### src/rtl/fix2sfp_pipe_pkg.sv
// fix2sfp_pkg: shared widths, stage payload type and saturation constants
// for the fix2sfp_pipe converter.
//   fix_w/mag_w/l_w : derived widths from sigWidth/low_expand.
//   stage_t         : per-stage payload {sign, zero, mag, exp_s}, sized
//                     from the default widths below.
package fix2sfp_pkg;

  localparam int EXP_W   = 4;
  localparam int SIG_W   = 4;
  localparam int LOW_EXP = 2;

  function automatic int fix_w(input int sig_w, input int low_exp);
    return sig_w + 4 + low_exp;
  endfunction

  function automatic int mag_w(input int sig_w, input int low_exp);
    return fix_w(sig_w, low_exp) - 1;
  endfunction

  // Width of a leading-one index over MAG_W+1 magnitude bits.
  function automatic int l_w(input int mw);
    return $clog2(mw + 1);
  endfunction

  localparam int FIX_WD = fix_w(SIG_W, LOW_EXP);
  localparam int MAG_WD = mag_w(SIG_W, LOW_EXP);
  localparam int ESW    = EXP_W + 2;

  typedef struct packed {
    logic                  sign;
    logic                  zero;
    logic [MAG_WD:0]       mag;
    logic signed [ESW-1:0] exp_s;
  } stage_t;

  localparam logic [EXP_W-1:0] EXP_SAT  = '1;
  localparam logic [SIG_W-1:0] MANT_SAT = '1;

endpackage

### src/rtl/fix2sfp_pipe_if.sv
// fix2sfp_pipe_if: valid/ready stream bundle for the converter.
//   master : producer of fixin/max_exp and consumer of sfpout/flags.
//   slave  : the converter.
interface fix2sfp_pipe_if import fix2sfp_pkg::*; #(
  parameter int FIX_W = FIX_WD,
  parameter int EXP_W_P = EXP_W,
  parameter int FMT_W = 1 + EXP_W + SIG_W
);
  logic               in_valid;
  logic               in_ready;
  logic [FIX_W-1:0]   fixin;
  logic [EXP_W_P-1:0] max_exp;
  logic               out_valid;
  logic               out_ready;
  logic [FMT_W-1:0]   sfpout;
  logic               ovf;
  logic               unf;

  modport master (
    output in_valid, fixin, max_exp, out_ready,
    input  in_ready, out_valid, sfpout, ovf, unf
  );

  modport slave (
    input  in_valid, fixin, max_exp, out_ready,
    output in_ready, out_valid, sfpout, ovf, unf
  );
endinterface

### src/rtl/fix2sfp_pipe_lzd_enc.sv
// lzd_enc: leading-one priority encoder.
//   vec_i  : N-bit input vector
//   idx_o  : index of the most significant set bit (0 when vec_i is 0)
//   zero_o : vec_i is all zeros
module lzd_enc #(
  parameter int N  = 10,
  parameter int LW = 4
) (
  input  logic [N-1:0]  vec_i,
  output logic [LW-1:0] idx_o,
  output logic          zero_o
);
  always_comb begin
    idx_o = '0;
    for (int unsigned i = 0; i < N; i++) begin
      if (vec_i[i]) idx_o = LW'(i);
    end
    zero_o = ~|vec_i;
  end
endmodule

### src/rtl/fix2sfp_pipe.sv
// fix2sfp_pipe: 3-stage handshaked fixed-point to SFP converter.
//   clk, rst_n : clock, async active-low reset
//   bus        : fix2sfp_pipe_if.slave (in_valid/in_ready/fixin/max_exp,
//                out_valid/out_ready/sfpout/ovf/unf)
// Build option: FIX2SFP_ROUND_EN selects round-to-nearest-even on the
// remainder bits; otherwise the remainder is truncated.
module fix2sfp_pipe import fix2sfp_pkg::*; #(
  parameter int expWidth    = EXP_W,
  parameter int sigWidth    = SIG_W,
  parameter int formatWidth = 1 + EXP_W + SIG_W,
  parameter int low_expand  = LOW_EXP
) (
  input logic           clk,
  input logic           rst_n,
  fix2sfp_pipe_if.slave bus
);
  localparam int MW  = mag_w(sigWidth, low_expand);
  localparam int LW  = l_w(MW);
  localparam int EW2 = expWidth + 2;
  localparam logic signed [EW2-1:0] E_MAX = EW2'((1 << expWidth) - 1);

  logic                  adv;
  logic                  v1_q, v2_q, v3_q;
  stage_t                s1_q, s1_d, s2_q, s2_d;
  logic [LW-1:0]         l2_q, l2_d;
  logic                  lzd_zero;
  logic [formatWidth-1:0] sfp_q, sfp_d;
  logic                  ovf_q, ovf_d, unf_q, unf_d;

  // Whole pipe moves as one; a stalled output freezes every stage.
  assign adv          = ~v3_q | bus.out_ready;
  assign bus.in_ready = adv;

  // Stage 1: sign/zero detect and magnitude (one bit wider than the
  // payload so the most negative input does not wrap).
  always_comb begin
    s1_d       = '0;
    s1_d.zero  = (bus.fixin == '0);
    s1_d.sign  = bus.fixin[MW] & ~s1_d.zero;
    s1_d.mag   = s1_d.sign ? -bus.fixin : bus.fixin;
    s1_d.exp_s = EW2'(bus.max_exp);
  end

  // Stage 2: leading-one position and unbiased exponent.
  lzd_enc #(.N(MW + 1), .LW(LW)) u_lzd (
    .vec_i  (s1_q.mag),
    .idx_o  (l2_d),
    .zero_o (lzd_zero)
  );

  always_comb begin
    s2_d       = s1_q;
    s2_d.zero  = lzd_zero;
    s2_d.exp_s = s1_q.exp_s + EW2'(l2_d) - EW2'(sigWidth + low_expand);
  end

  // Stage 3: normalise so the hidden one lands just above the kept
  // bits (it is dropped by the cast), then round and range-check.
  logic [LW-1:0]         sh;
  logic [MW-1:0]         norm;
  logic [sigWidth-1:0]   mant_r;
  logic                  carry;
  logic signed [EW2-1:0] e3;

`ifdef FIX2SFP_ROUND_EN
  logic [sigWidth-1:0] mant;
  logic                guard, sticky;
  always_comb begin
    sh     = LW'(MW) - l2_q;
    norm   = MW'(s2_q.mag << sh);
    mant   = norm[MW-1 -: sigWidth];
    guard  = norm[MW-sigWidth-1];
    sticky = |norm[MW-sigWidth-2:0];
    {carry, mant_r} = {1'b0, mant} + (sigWidth + 1)'(guard & (sticky | mant[0]));
  end
`else
  always_comb begin
    sh     = LW'(MW) - l2_q;
    norm   = MW'(s2_q.mag << sh);
    mant_r = sigWidth'(norm >> (MW - sigWidth));
    carry  = 1'b0;
  end
`endif

  always_comb begin
    e3    = s2_q.exp_s + EW2'(carry);
    sfp_d = '0;
    ovf_d = 1'b0;
    unf_d = 1'b0;
    if (s2_q.zero) begin
      sfp_d = '0;
    end else if (e3 > E_MAX) begin
      sfp_d = {s2_q.sign, EXP_SAT, MANT_SAT};
      ovf_d = 1'b1;
    end else if (e3 < 0) begin
      unf_d = 1'b1;
    end else begin
      sfp_d = {s2_q.sign, e3[expWidth-1:0], mant_r};
    end
  end

  always_ff @(posedge clk or negedge rst_n) begin
    if (!rst_n) begin
      v1_q  <= 1'b0;
      v2_q  <= 1'b0;
      v3_q  <= 1'b0;
      s1_q  <= '0;
      s2_q  <= '0;
      l2_q  <= '0;
      sfp_q <= '0;
      ovf_q <= 1'b0;
      unf_q <= 1'b0;
    end else if (adv) begin
      v1_q <= bus.in_valid;
      v2_q <= v1_q;
      v3_q <= v2_q;
      if (bus.in_valid) s1_q <= s1_d;
      if (v1_q) begin
        s2_q <= s2_d;
        l2_q <= l2_d;
      end
      if (v2_q) begin
        sfp_q <= sfp_d;
        ovf_q <= ovf_d;
        unf_q <= unf_d;
      end
    end
  end

  assign bus.out_valid = v3_q;
  assign bus.sfpout    = sfp_q;
  assign bus.ovf       = ovf_q;
  assign bus.unf       = unf_q;

endmodule

### src/flat_wrapper.sv
// flat-port wrapper written by rule: the top's interface ports become plain ports
module fix2sfp_pipe_flat import fix2sfp_pkg::*;
#(
  parameter int expWidth    = EXP_W,
  parameter int sigWidth    = SIG_W,
  parameter int formatWidth = 1 + EXP_W + SIG_W,
  parameter int low_expand  = LOW_EXP
)
  (clk, rst_n, bus_in_valid, bus_fixin, bus_max_exp, bus_out_ready, bus_in_ready, bus_out_valid, bus_sfpout, bus_ovf, bus_unf);
  fix2sfp_pipe_if bus_i ();
  input logic clk;
  input logic rst_n;
  input wire logic [$bits(bus_i.in_valid)-1:0] bus_in_valid;
  input wire logic [$bits(bus_i.fixin)-1:0] bus_fixin;
  input wire logic [$bits(bus_i.max_exp)-1:0] bus_max_exp;
  input wire logic [$bits(bus_i.out_ready)-1:0] bus_out_ready;
  output wire logic [$bits(bus_i.in_ready)-1:0] bus_in_ready;
  output wire logic [$bits(bus_i.out_valid)-1:0] bus_out_valid;
  output wire logic [$bits(bus_i.sfpout)-1:0] bus_sfpout;
  output wire logic [$bits(bus_i.ovf)-1:0] bus_ovf;
  output wire logic [$bits(bus_i.unf)-1:0] bus_unf;
  assign bus_i.in_valid = bus_in_valid;
  assign bus_i.fixin = bus_fixin;
  assign bus_i.max_exp = bus_max_exp;
  assign bus_i.out_ready = bus_out_ready;
  assign bus_in_ready = bus_i.in_ready;
  assign bus_out_valid = bus_i.out_valid;
  assign bus_sfpout = bus_i.sfpout;
  assign bus_ovf = bus_i.ovf;
  assign bus_unf = bus_i.unf;
  fix2sfp_pipe #(.expWidth(expWidth), .sigWidth(sigWidth), .formatWidth(formatWidth), .low_expand(low_expand)) u_core (.clk(clk), .rst_n(rst_n), .bus(bus_i));
endmodule
### config.mk
export PLATFORM = sky130hd
export DESIGN_NAME = fix2sfp_pipe_flat
export DESIGN_NICKNAME = d
export VERILOG_FILES = /design/src/rtl/fix2sfp_pipe_pkg.sv /design/src/rtl/fix2sfp_pipe_if.sv /design/src/rtl/fix2sfp_pipe_lzd_enc.sv /design/src/rtl/fix2sfp_pipe.sv /design/src/flat_wrapper.sv
export SDC_FILE = /design/constraint.sdc
export NUM_CORES = 1
export LEC_CHECK = 0
export CELL_PAD_IN_SITES_DETAIL_PLACEMENT = 0
export CELL_PAD_IN_SITES_GLOBAL_PLACEMENT = 1
export CORE_ASPECT_RATIO = 0.6
export CORE_MARGIN = 1
export CORE_UTILIZATION = 35
export DETAILED_ROUTE_END_ITERATION = 7
export PLACE_DENSITY = 0.66
export SLEW_MARGIN = 20
export SYNTH_ARGS = -nofsm -noshare
export SYNTH_HDL_FRONTEND = slang
export SYNTH_SLANG_ARGS = --single-unit
### constraint.sdc
create_clock -name clk -period 6.8 [get_ports clk]
set_clock_uncertainty 0.15 [all_clocks]
set_input_delay 0.68 -clock clk [delete_from_list [all_inputs] [get_ports clk]]
set_output_delay 0.68 -clock clk [all_outputs]
set_load 0.005 [all_outputs]
Yosys cells after proc, flatten, opt, wreduce, memory -nomap -nowiden
Index checks and enable logic that the tools add are counted.
{"block": "word_totals", "reg_bits": 51, "latch_bits": 0, "ramBits": 0, "romBits": 0, "inputBits": 18, "out_inout_bits": 13, "word_cells": 49, "mem_count": 0}
{"block": "classes", "add_sub_neg": 4, "multipliers": 0, "n_div": 0, "magnitude_cmp": 2, "n_eq_ne": 0, "n_shift": 1, "n_mux": 18, "n_bitwise": 4, "reduce_logical": 6}
{"cell": "2-to-1 mux 4 bit", "n": 8}
{"cell": "2-to-1 mux 9 bit", "n": 3}
{"cell": "logical NOT 10 bit", "n": 1}
{"cell": "2-to-1 mux 10 bit", "n": 1}
{"cell": "negator 10 bit", "n": 1}
{"cell": "OR reduction 10 bit", "n": 1}
{"cell": "left shift 10 x 4 -> 9 bit", "n": 1}
{"cell": "> comparator 6 x 5 -> 1 bit, second input constant", "n": 1}
{"cell": "< comparator 6 x 1 -> 1 bit, second input constant", "n": 1}
{"cell": "2-to-1 mux 1 bit", "n": 6}
{"cell": "AND reduction 2 bit", "n": 3}
{"cell": "subtractor 6 x 3 -> 6 bit, second input constant", "n": 1}
{"cell": "adder 4 x 4 -> 5 bit", "n": 1}
{"cell": "subtractor 4 bit, first input constant", "n": 1}
{"cell": "inverter 1 bit", "n": 2}
{"cell": "bitwise AND 1 bit", "n": 1}
{"cell": "logical NOT 1 bit", "n": 1}
{"cell": "OR 1 bit", "n": 1}

Depth between registers and ports, before layout
Gate-level depths: netlist of run 1.
{"block": "logic_depth", "word_depth": 11, "depth_mapped": 11, "ltp_nobuf": 11}

By module
A second synthesis of run 1 with hierarchy kept.
{"block": "hier_totals", "cells_unflattened": 236, "area_unflattened_um2": 2534.9}
{"module": "fix2sfp_pipe", "n_inst": 1, "cells_per_inst": 220, "area_per_inst_um2": 2442.3, "seq_area_each_um2": 1251.2}
{"module": "lzd_enc", "n_inst": 1, "cells_per_inst": 16, "area_per_inst_um2": 92.6, "seq_area_each_um2": 0.0}

Least setup slack after synthesis of run 1
Ideal clock, no wire load.
{"block": "synth_path", "path_kind": "register to register", "start": "register u_core.s1_q[7] in the netlist's numbering", "end": "register u_core.s2_q[4] in the netlist's numbering", "setup_ns": 0.069, "arrival_ns": 2.310, "required_ns": 6.581, "slack_ns": 4.271, "stages_incl_launch_ff": 11, "n_path_buf": 0, "period_less_slack_ns": 2.529, "cell_sequence": "dfrtp_1 a21oi_1 o21bai_1 a21oi_1 o21bai_1 ha_1 fa_1 a21o_1 a21o_1 or4_1 nand3_1"}
{"block": "synth_via", "elab_chain_cells": 11}
{"element": "start: declaration", "line": "fix2sfp_pipe.sv:24", "rtl": "stage_t s1_q, s1_d, s2_q, s2_d;"}
{"element": "start signal: assignment", "line": "fix2sfp_pipe.sv:107", "rtl": "s1_q <= '0;"}
{"element": "start signal: assignment", "line": "fix2sfp_pipe.sv:117", "rtl": "if (bus.in_valid) s1_q <= s1_d;"}
{"element": "2-to-1 mux 1 bit", "line": "fix2sfp_pipe_lzd_enc.sv:16", "rtl": "if (vec_i[i]) idx_o = LW'(i);"}
{"element": "2-to-1 mux 4 bit (8 in series)", "line": "fix2sfp_pipe_lzd_enc.sv:16"}
{"element": "net u_core.l2_d[0]", "line": "fix2sfp_pipe.sv:25", "rtl": "logic [LW-1:0] l2_q, l2_d;"}
{"element": "adder 4 x 4 -> 5 bit", "line": "fix2sfp_pipe.sv:54", "rtl": "s2_d.exp_s = s1_q.exp_s + EW2'(l2_d) - EW2'(sigWidth + low_expand);"}
{"element": "subtractor 6 x 3 -> 6 bit", "line": "fix2sfp_pipe.sv:54"}
{"element": "end signal: assignment", "line": "fix2sfp_pipe.sv:108", "rtl": "s2_q <= '0;"}
{"element": "end signal: assignment", "line": "fix2sfp_pipe.sv:119", "rtl": "s2_q <= s2_d;"}
{"element": "end: declaration", "line": "fix2sfp_pipe.sv:24"}
The timed path passes the listed nets, and every way through them passes these cells.
A chain may end at the register's enable or synchronous reset.

Worst setup path in the final report of run 1
{"block": "layout_path", "start": "input port bus_out_ready", "end": "register u_core.s2_q[4] in the netlist's numbering"}
{"block": "layout_via", "elab_chain_cells": 2}
{"element": "start: declaration", "line": "flat_wrapper.sv:16", "rtl": "input wire logic [$bits(bus_i.out_ready)-1:0] bus_out_ready;"}
{"element": "OR 1 bit", "line": "fix2sfp_pipe.sv:31", "rtl": "assign adv = ~v3_q | bus.out_ready;"}
{"element": "AND reduction 2 bit (no line)"}
No other way between the ends.

==> out/qor.yml, run 1 <==
io_pins: 31
placementRows: 23
regToRegSetupSlack_ns: 4.07
worst_slew_margin_rel_pct: 28.8
die_h_microns: 68
firstDrtPassIters: 6
ant_nets: 0
ys_types: 40
synth_ff_type: "dfrtp_1"
drive_above_1_share_pct: 12.8
finalSetupTns_ns: 0
clk_pin_slew_ns: 0.07
violations: "DRC"
placeableCoreArea_sq_mm: 0.00685
synth_top_cell_area_share_pct: 49.2
grt_remaining_overflow: 0
crit-reg2reg-launch: "u_core.s1_q[7]"
nFillCells: 692
timing_worst_slew_pin_value_ns: 1.07
crit_fanout: 32
max_cap_viol_count: 0
dr.first_iter.drc_count: 52
utilization_pct: 44.8
cts_resized: 0
clock_path_buffers: 2
grt_use_met2_pct: 20.0
routed_wl_microns: 4960
grt_usage_pct: 14.9
syn_nets: 263
leakagePower_nw: 1.37
crit_path_start_kind: "input pin"
busiest_layer: "met1"
multi_input_area_sq_mm: 0.00119
final_hold_viol_count: 0
status: "complete, but fails checks"
path_delay_family: "simple AND/OR/NAND/NOR gates"
vias_per_cell: 4.92
cts_tree: "yes"
die_area_sq_mm: 0.00762
wl_per_cell_microns: 14.1
synth_edf_count: 0
root_buffer: "clkbuf_16"
rsz0062_at_grt: "no"
cts_setup_buffers: 0
clock_sinks: 50
insertion_delay_ns: 0.29
total_power_mw: 1.37
area_growth_pct: 20.6
max-vdd-ir-drop_mv: 0.134
synth_area_per_cell_sq_um: 10.7
path_buf_inv: 1
ys.warnings.count: 0
io_buffer_count: 30
cts_made_buffers: 5
hp-class: "in2async"
fmaxAchievable_mhz: 363
finalMaxSlewViolations: 0
finalCritPeriodShare_pct: 40.6
dpl.hpwl_microns: 3710
grt_start_max_net_pins: 51
die_w_microns: 112
critPathKind: "in2reg"
route.detailed.drc: 2
antenna_cells: 0
antenna_found_initial: 0
cp.arrival_ns: 2.83
gp_congestion: 0.747
yosys.area.top_type: "dfrtp_1"
start_util_pct: 37.1
layout_commonest_cell: "dfrtp_1"
r2r_end: "u_core.s2_q[4]"
layout_common_cells: "50 x dfrtp_1, 36 x nand2_1, 29 x clkdlybuf4s50_1"
cp-end-kind: "flip-flop"
nets: 290
grt_pass1_vias: 1678
grtUsageMet3_pct: 3.45
htreeDepth: 2
critPathRequiredTime_ns: 6.87
ctsHoldBuffers: 0
grt_pass1_wl_microns: 8550
use_met1_pct: 23.1
finalCriticalPeriod_ns: 2.76
crit_path_max_incr_delay_ns: 0.72
ys_ff_latch: 50
powerDensity_mw_per_mm2: 445
cp_slowest_cell: "or4_1"
register_area_sq_mm: 0.00125
syn_inst: 237
synthArstFlopShare_pct: 100
synth_area_sq_mm: 0.00254
rr_worst_depth: 10
critical_path.cell_chain: "clkdlybuf4s50_1, nand2b_1, nand2_1, or4_1, nand3_1"
ys_top_cells_by_area: "dfrtp_1 49%, mux2_2 8.0%, nand2_1 5.3%"
vias: 1731
setup_viol: 0
seq_area_frac_synth_pct: 49.2
[kinds of logic (layout without fill, tap and decap cells)]
kind of cell / after synthesis / count (layout) / share of synthesized area, %
flip-flops: 50 / 50 / 49.2
adder cells (fa/ha/maj): 8 / 8 / 4.23
buffers and inverters: 22 / 50 / 3.74
XOR/XNOR: 11 / 11 / 3.79
AND/OR/NAND/NOR: 64 / 64 / 10.9
AO/OA/AOI/OAI: 51 / 51 / 12.1
multiplexers: 31 / 31 / 16.0
[how the worst max path moves through the flow]
stage                          end           start  slack [ns]  cells past startpoint
floorplan           u_core.s2_q[4]  u_core.s1_q[7]        4.27                     10
global placement    u_core.s2_q[4]   bus_out_ready        3.72                      5
detailed placement  u_core.s2_q[4]   bus_out_ready        3.72                      5
CTS                 u_core.s2_q[4]   bus_out_ready        4.02                      5
global route        u_core.s2_q[4]   bus_out_ready        3.85                      5
finish              u_core.s2_q[4]   bus_out_ready        4.04                      5
[registers in the layout, indices dropped and copies added, names as in the netlist]
signal and count:
u_core.s1_q 15, u_core.s2_q 17, u_core.l2_q 4, u_core.bus.unf 1, u_core.bus.out_valid 1, u_core.v2_q 1, u_core.v1_q 1, u_core.bus.ovf 1
u_core.bus.sfpout 9
[layer usage]
layer | wire [microns] | part of all wire (%)
met1 | 3020 | 61
met2 | 1690 | 34
met3 | 199 | 4.0
met4 | 47 | 0.95
met5 | 0 | 0
[report_power, final]
| part | switching [mW] | internal [mW] | total, mW |
|---|---|---|---|
| Sequential | 0.108 | 0.414 | 0.522 |
| Combinational | 0.249 | 0.312 | 0.560 |
| Clock | 0.109 | 0.174 | 0.283 |
[cell usage after synthesis, types with 4 or more instances]
library cell  count
dfrtp_1          50
xor2_1            7
nor2_1           11
o21ai_0          24
o31ai_1           4
mux2_2           18
ha_1              7
nand2_1          36
clkbuf_1          5
buf_2             4
xnor2_1           4
nor3_1            5
a21oi_1           7
inv_1            11
mux2i_1           5
[layout make-up]
| cell class | instances | share of cell area [%] |
|---|---|---|
| sequential | 50 | 40.8 |
| multi-input combinational | 165 | 39.0 |
| timing repair buffer | 31 | 9.88 |
| clock buffer | 6 | 4.20 |
| tap | 87 | 3.55 |
| inverter | 11 | 1.35 |
| clock inverter | 2 | 1.22 |
[through the flow]
stage,hold WS (ns),setup WS (ns),instance area (sq um),cells
after floorplan,0.234,4.27,2540,237
after global placement,0.302,3.72,2900,344
after detailed placement,0.314,3.72,2900,344
after CTS,0.335,4.02,3070,352
after global routing,0.367,3.85,3070,352
final,0.326,4.04,3070,352
Power figures use the tool's default switching activity.
==> run 2: changes to the inputs <==
--- a/config.mk
+++ b/config.mk
@@ -11,7 +11,7 @@
 export CORE_MARGIN = 1
 export CORE_UTILIZATION = 35
 export DETAILED_ROUTE_END_ITERATION = 7
-export PLACE_DENSITY = 0.66
+export PLACE_DENSITY = 0.68
 export SLEW_MARGIN = 20
 export SYNTH_ARGS = -nofsm -noshare
 export SYNTH_HDL_FRONTEND = slang
==> constraint.sdc (replaced) <==
create_clock -name clk -period 2.3 [get_ports clk]
set_clock_uncertainty 0.15 [all_clocks]
set_input_delay 0.23 -clock clk [delete_from_list [all_inputs] [get_ports clk]]
set_output_delay 0.23 -clock clk [all_outputs]
set_load 0.005 [all_outputs]
==> out/qor.yml, run 2 (synthesis results as in run 1) <==
nets: 318  # +9.7%
vias: 1830  # +5.7%
finalMaxSlewViolations: 0  # unchanged
rsz0062_at_grt: "yes"
die_h_microns: 68  # unchanged
cp-end-kind: "flip-flop"
crit_path_start_kind: "flip-flop"
dr.first_iter.drc_count: 63  # +21%
timing_worst_slew_pin_value_ns: 0.398  # -0.667 ns
ant_nets: 0  # unchanged
antenna_found_initial: 0  # unchanged
critPathRequiredTime_ns: 2.37  # -4.50 ns
insertion_delay_ns: 0.28  # about the same
gp_congestion: 0.755  # +1.1%
start_util_pct: 37.1  # unchanged
powerDensity_mw_per_mm2: 1330  # +200%
finalCriticalPeriod_ns: 2.48
worst_slew_margin_rel_pct: 73.5  # +45 points
clk_pin_slew_ns: 0.07  # about the same
violations: "DRC, setup timing"
grt_pass1_vias: 1812  # +8.0%
placementRows: 23  # unchanged
largest_reg_flops: 17  # unchanged
hold_slack_ns: 0.318  # -0.00824 ns
finalCritPeriodShare_pct: 108
fmaxAchievable_mhz: 402
area_growth_pct: 32.6
drive_above_1_share_pct: 25.3  # +12 points
layout_commonest_cell: "dfrtp_1"
max-vdd-ir-drop_mv: 0.486  # +260%
final_hold_viol_count: 0  # unchanged
cp.arrival_ns: 2.56  # -0.27 ns
die_w_microns: 112  # unchanged
cts_made_buffers: 5  # unchanged
root_buffer: "clkbuf_16"
grt_use_met2_pct: 20.3  # +0.31 points
clock_sinks: 50  # unchanged
clock_path_buffers: 2  # unchanged
firstDrtPassIters: 6  # unchanged
io_pins: 31  # unchanged
setup_viol: 4  # +4
status: "complete, but fails checks"
use_met1_pct: 24.2  # +1.1 points
grt_pass1_wl_microns: 8910  # +4.2%
route.detailed.drc: 4  # +2
total_power_mw: 4.49  # +230%
grt_remaining_overflow: 0  # unchanged
layout_common_cells: "50 x dfrtp_1, 36 x nand2_1, 29 x clkdlybuf4s50_1"
placeableCoreArea_sq_mm: 0.00685  # unchanged
htreeDepth: 2  # unchanged
leakagePower_nw: 1.53  # +12%
busiest_layer: "met1"
critPathKind: "reg2reg"
die_area_sq_mm: 0.00762  # unchanged
io_buffer_count: 30  # unchanged
wl_per_cell_microns: 13.9  # -1.4%
largest_register: "u_core.s2_q"
grtUsageMet3_pct: 3.63  # +0.18 points
cts_tree: "yes"
hp-class: "in2async"
crit_fanout: 4  # -88%
grt_usage_pct: 15.3  # +0.38 points
grt_start_max_net_pins: 51  # unchanged
nFillCells: 662  # -4.3%
routed_wl_microns: 5280  # +6.5%
vias_per_cell: 4.82  # -2.1%
max_cap_viol_count: 0  # unchanged
dpl.hpwl_microns: 3870  # +4.3%
setup_ws_ns: -0.185  # -4.23 ns
antenna_cells: 0  # unchanged
-- run 2: cell types whose count changed in the layout (fill, tap and decap cells not counted), moves of 2 or more --
cell / delta
a21oi_1: -2
a21oi_2: +2
buf_12: +2
buf_4: +24
ha_1: -2
nor3_1: -2
nor3_2: +2
-- run 2: final cells by class --
cell class / instances / area, sq um / area share, %
clock inverters: 3 / 45.0 / 1.34
clock buffers: 5 / 125 / 3.71
repair buffers: 59 / 544 / 16.2
inverters: 11 / 41.3 / 1.23
multi-input cells: 165 / 1250 / 37.2
well taps: 87 / 109 / 3.23
flip-flops and latches: 50 / 1250 / 37.1
-- run 2: worst max-delay path, cell delays in order, from the launching register on --
cell and delay (ns):
dfrtp_1 0.42, nor4_1 0.34, buf_4 0.17, nor2_1 0.06, ha_1 0.37, xor2_2 0.21
and2_4 0.16, or4_1 0.46, nand3_1 0.08
-- run 2: what timing repair did --
| action | 4_1_cts | 5_1_grt |
|---|---|---|
| hold buffers | 1 | 0 |
| pin swaps | 8 | 2 |
| setup buffers | 3 | 2 |
| setup endpoints to repair | 4 | 4 |
| endpoints found under the hold margin | 50 | 0 |
| gates resized for setup | 8 | 5 |
-- run 2: final timing paths --
kind                       cells after the start            startpoint                    to  slack, ns
setup reg to reg                               8       u_core.s1_q[10]        u_core.s2_q[4]      -0.18
setup / recovery                               8       u_core.s1_q[10]        u_core.s2_q[4]      -0.18
max in group asynchronous                      3                 rst_n       u_core.s1_q[15]       1.44
min in group clk                               2  u_core.bus.sfpout[3]  u_core.bus.sfpout[3]       0.32
hold / removal                                 3                 rst_n  u_core.bus.sfpout[1]       0.32
hold reg to reg                                2  u_core.bus.sfpout[3]  u_core.bus.sfpout[3]       0.32
-- run 2: power breakdown --
group	internal [mW]	total, mW	switching [mW]	leakage, nW
sequential	1.22	1.52	0.294	0.615
combinational	1.24	2.13	0.891	0.836
clock	0.513	0.838	0.326	0.0760
-- run 2: routing by layer --
layer,vias to the layer above,share of wire (%)
li1,941,-
met1,855,60
met2,32,36
met3,2,3.4
met4,0,0.47
met5,-,0
-- run 2: stage by stage --
stage | worst slack, ns | TNS, ns | util [%] | cell area (sq um) | instances
finish | -0.185 | -0.454 | 49.2 | 3370 | 380
global route | -0.289 | -0.925 | 49.2 | 3370 | 380
CTS | -0.158 | -0.237 | 48.6 | 3330 | 378
detailed placement | -0.229 | -0.566 | 45.2 | 3090 | 366
global placement | -0.200 | -0.511 | 45.2 | 3090 | 366
floorplan | -0.110 | -0.120 | - | 2550 | 237
==> run 3: changes to the inputs <==
--- a/config.mk
+++ b/config.mk
@@ -11,7 +11,7 @@
 export CORE_MARGIN = 1
 export CORE_UTILIZATION = 35
 export DETAILED_ROUTE_END_ITERATION = 7
-export PLACE_DENSITY = 0.68
+export PLACE_DENSITY = 0.66
 export SLEW_MARGIN = 20
 export SYNTH_ARGS = -nofsm -noshare
 export SYNTH_HDL_FRONTEND = slang
==> constraint.sdc (replaced) <==
create_clock -name clk -period 3.05 [get_ports clk]
set_clock_uncertainty 0.15 [all_clocks]
set_input_delay 0.305 -clock clk [delete_from_list [all_inputs] [get_ports clk]]
set_output_delay 0.305 -clock clk [all_outputs]
set_load 0.005 [all_outputs]
==> out/qor.yml, run 3 (synthesis results as in run 1) <==
status: "complete, but fails checks"
violations: "DRC, hold timing"
grt_pass1_wl_microns: 8810  # -1.1%
antenna_cells: 0  # unchanged
antenna_found_initial: 0  # unchanged
layout_common_cells: "50 x dfrtp_1, 36 x nand2_1, 29 x clkdlybuf4s50_1"
ant_nets: 0  # unchanged
vias_per_cell: 4.89  # +1.6%
start_util_pct: 37.1  # unchanged
drive_above_1_share_pct: 14.5  # -11 points
clk_pin_slew_ns: 0.07  # about the same
htreeDepth: 2  # unchanged
timing_worst_slew_pin_value_ns: 0.890  # +0.492 ns
layout_commonest_cell: "dfrtp_1"
critPathRequiredTime_ns: 3.13  # +0.76 ns
cts_tree: "yes"
fin_area_sq_mm: 0.00310  # -8.1%
route.detailed.drc: 2  # -2
largest_register: "u_core.s2_q"
clock_path_buffers: 2  # unchanged
powerDensity_mw_per_mm2: 995  # -25%
grt_remaining_overflow: 0  # unchanged
finalSetupTns_ns: 0  # +0.454 ns
placementRows: 23  # unchanged
crit_start: "u_core.s1_q[7]"
crit_path_start_kind: "flip-flop"
cts_resized: 0  # -8
dr.first_iter.drc_count: 78  # +24%
die_area_sq_mm: 0.00762  # unchanged
max_cap_viol_count: 0  # unchanged
die_h_microns: 68  # unchanged
wl_per_cell_microns: 14.4  # +3.6%
vias: 1742  # -4.8%
placeableCoreArea_sq_mm: 0.00685  # unchanged
insertion_delay_ns: 0.29  # about the same
largest_reg_flops: 17  # unchanged
cp.arrival_ns: 2.75  # +0.19 ns
worst_slew_margin_rel_pct: 40.7  # -33 points
finalMaxSlewViolations: 0  # unchanged
max-vdd-ir-drop_mv: 0.302  # -38%
total_power_mw: 3.08  # -31%
ctsHoldBuffers: 0  # -1
gp_congestion: 0.717  # -4.9%
critPathKind: "reg2reg"
firstDrtPassIters: 6  # unchanged
io_pins: 31  # unchanged
utilization_pct: 45.2  # -4.0 points
routed_wl_microns: 5120  # -2.9%
stdcell_count: 356  # -6.3%
clock_sinks: 50  # unchanged
area_growth_pct: 21.9
hold_slack_ns: -0.00851  # -0.326 ns
final_hold_viol_count: 32  # +32
grt_start_max_net_pins: 40  # -22%
finalCriticalPeriod_ns: 2.67  # +0.187 ns
numPlacedInstances: 348  # -4.9%
nFillCells: 679  # +2.6%
nets: 294  # -7.5%
finalCritPeriodShare_pct: 87.6  # -20 points
fmaxAchievable_mhz: 374  # -7.0%
io_buffer_count: 30  # unchanged
crit-reg2reg-launch: "u_core.s1_q[7]"
leakagePower_nw: 1.40  # -8.7%
rsz0062_at_grt: "no"
hp-class: "in2async"
dpl.hpwl_microns: 3870  # about the same
placed_cell_area_sq_mm: 0.00293  # -5.3%
grt_usage_pct: 15.4  # +0.12 points
die_w_microns: 112  # unchanged
setup_viol: 0  # -4
setup_ws_ns: 0.379  # +0.563 ns
dp_slack_ns: 0.374  # +0.603 ns
cts_made_buffers: 5  # unchanged
root_buffer: "clkbuf_16"
regToRegSetupSlack_ns: 0.38  # +0.56 ns
cts_setup_buffers: 0  # -3
cp-end-kind: "flip-flop"
crit_fanout: 4  # unchanged
grt_pass1_vias: 1757  # -3.0%
run 3: layout make-up:
cell class / count / area [sq um] / share of cell area (%)
sequential: 50 / 1250 / 40.4
multi-input combinational: 165 / 1190 / 38.6
timing repair buffer: 35 / 333 / 10.7
clock buffer: 5 / 125 / 4.04
tap: 87 / 109 / 3.51
clock inverter: 3 / 43.8 / 1.41
inverter: 11 / 41.3 / 1.33
run 3: final timing paths:
path | to | cells after the start
hold / removal | u_core.bus.unf | 1
min in group clk | u_core.bus.out_valid | 2
max in group asynchronous | u_core.s2_q[5] | 2
hold reg to reg | u_core.bus.out_valid | 2
setup / recovery | u_core.s2_q[4] | 10
setup reg to reg | u_core.s2_q[4] | 10
run 3: power breakdown:
group	leakage, nW	switching [mW]	internal (mW)
sequential	0.615	0.226	0.922
combinational	0.696	0.579	0.712
clock	0.0842	0.253	0.389
total	1.40	1.06	2.02
run 3: critical path: stages, from the launching register on:
cell	delay, ns
dfrtp_1	0.41
a21oi_1	0.16
o21bai_1	0.07
a21oi_1	0.20
o21bai_1	0.09
ha_1	0.21
fa_1	0.40
a21o_1	0.19
a21o_1	0.20
or4_1	0.46
nand3_1	0.09
run 3: metal layers:
| layer | global-route usage, % | vias up | wire [microns] |
|---|---|---|---|
| met3 | 3.81 | 4 | 214 |
| met5 | 0 | - | 0 |
| li1 | - | 892 | - |
| met1 | 23.5 | 809 | 3070 |
| met2 | 20.7 | 37 | 1800 |
| met4 | 5.50 | 0 | 40 |
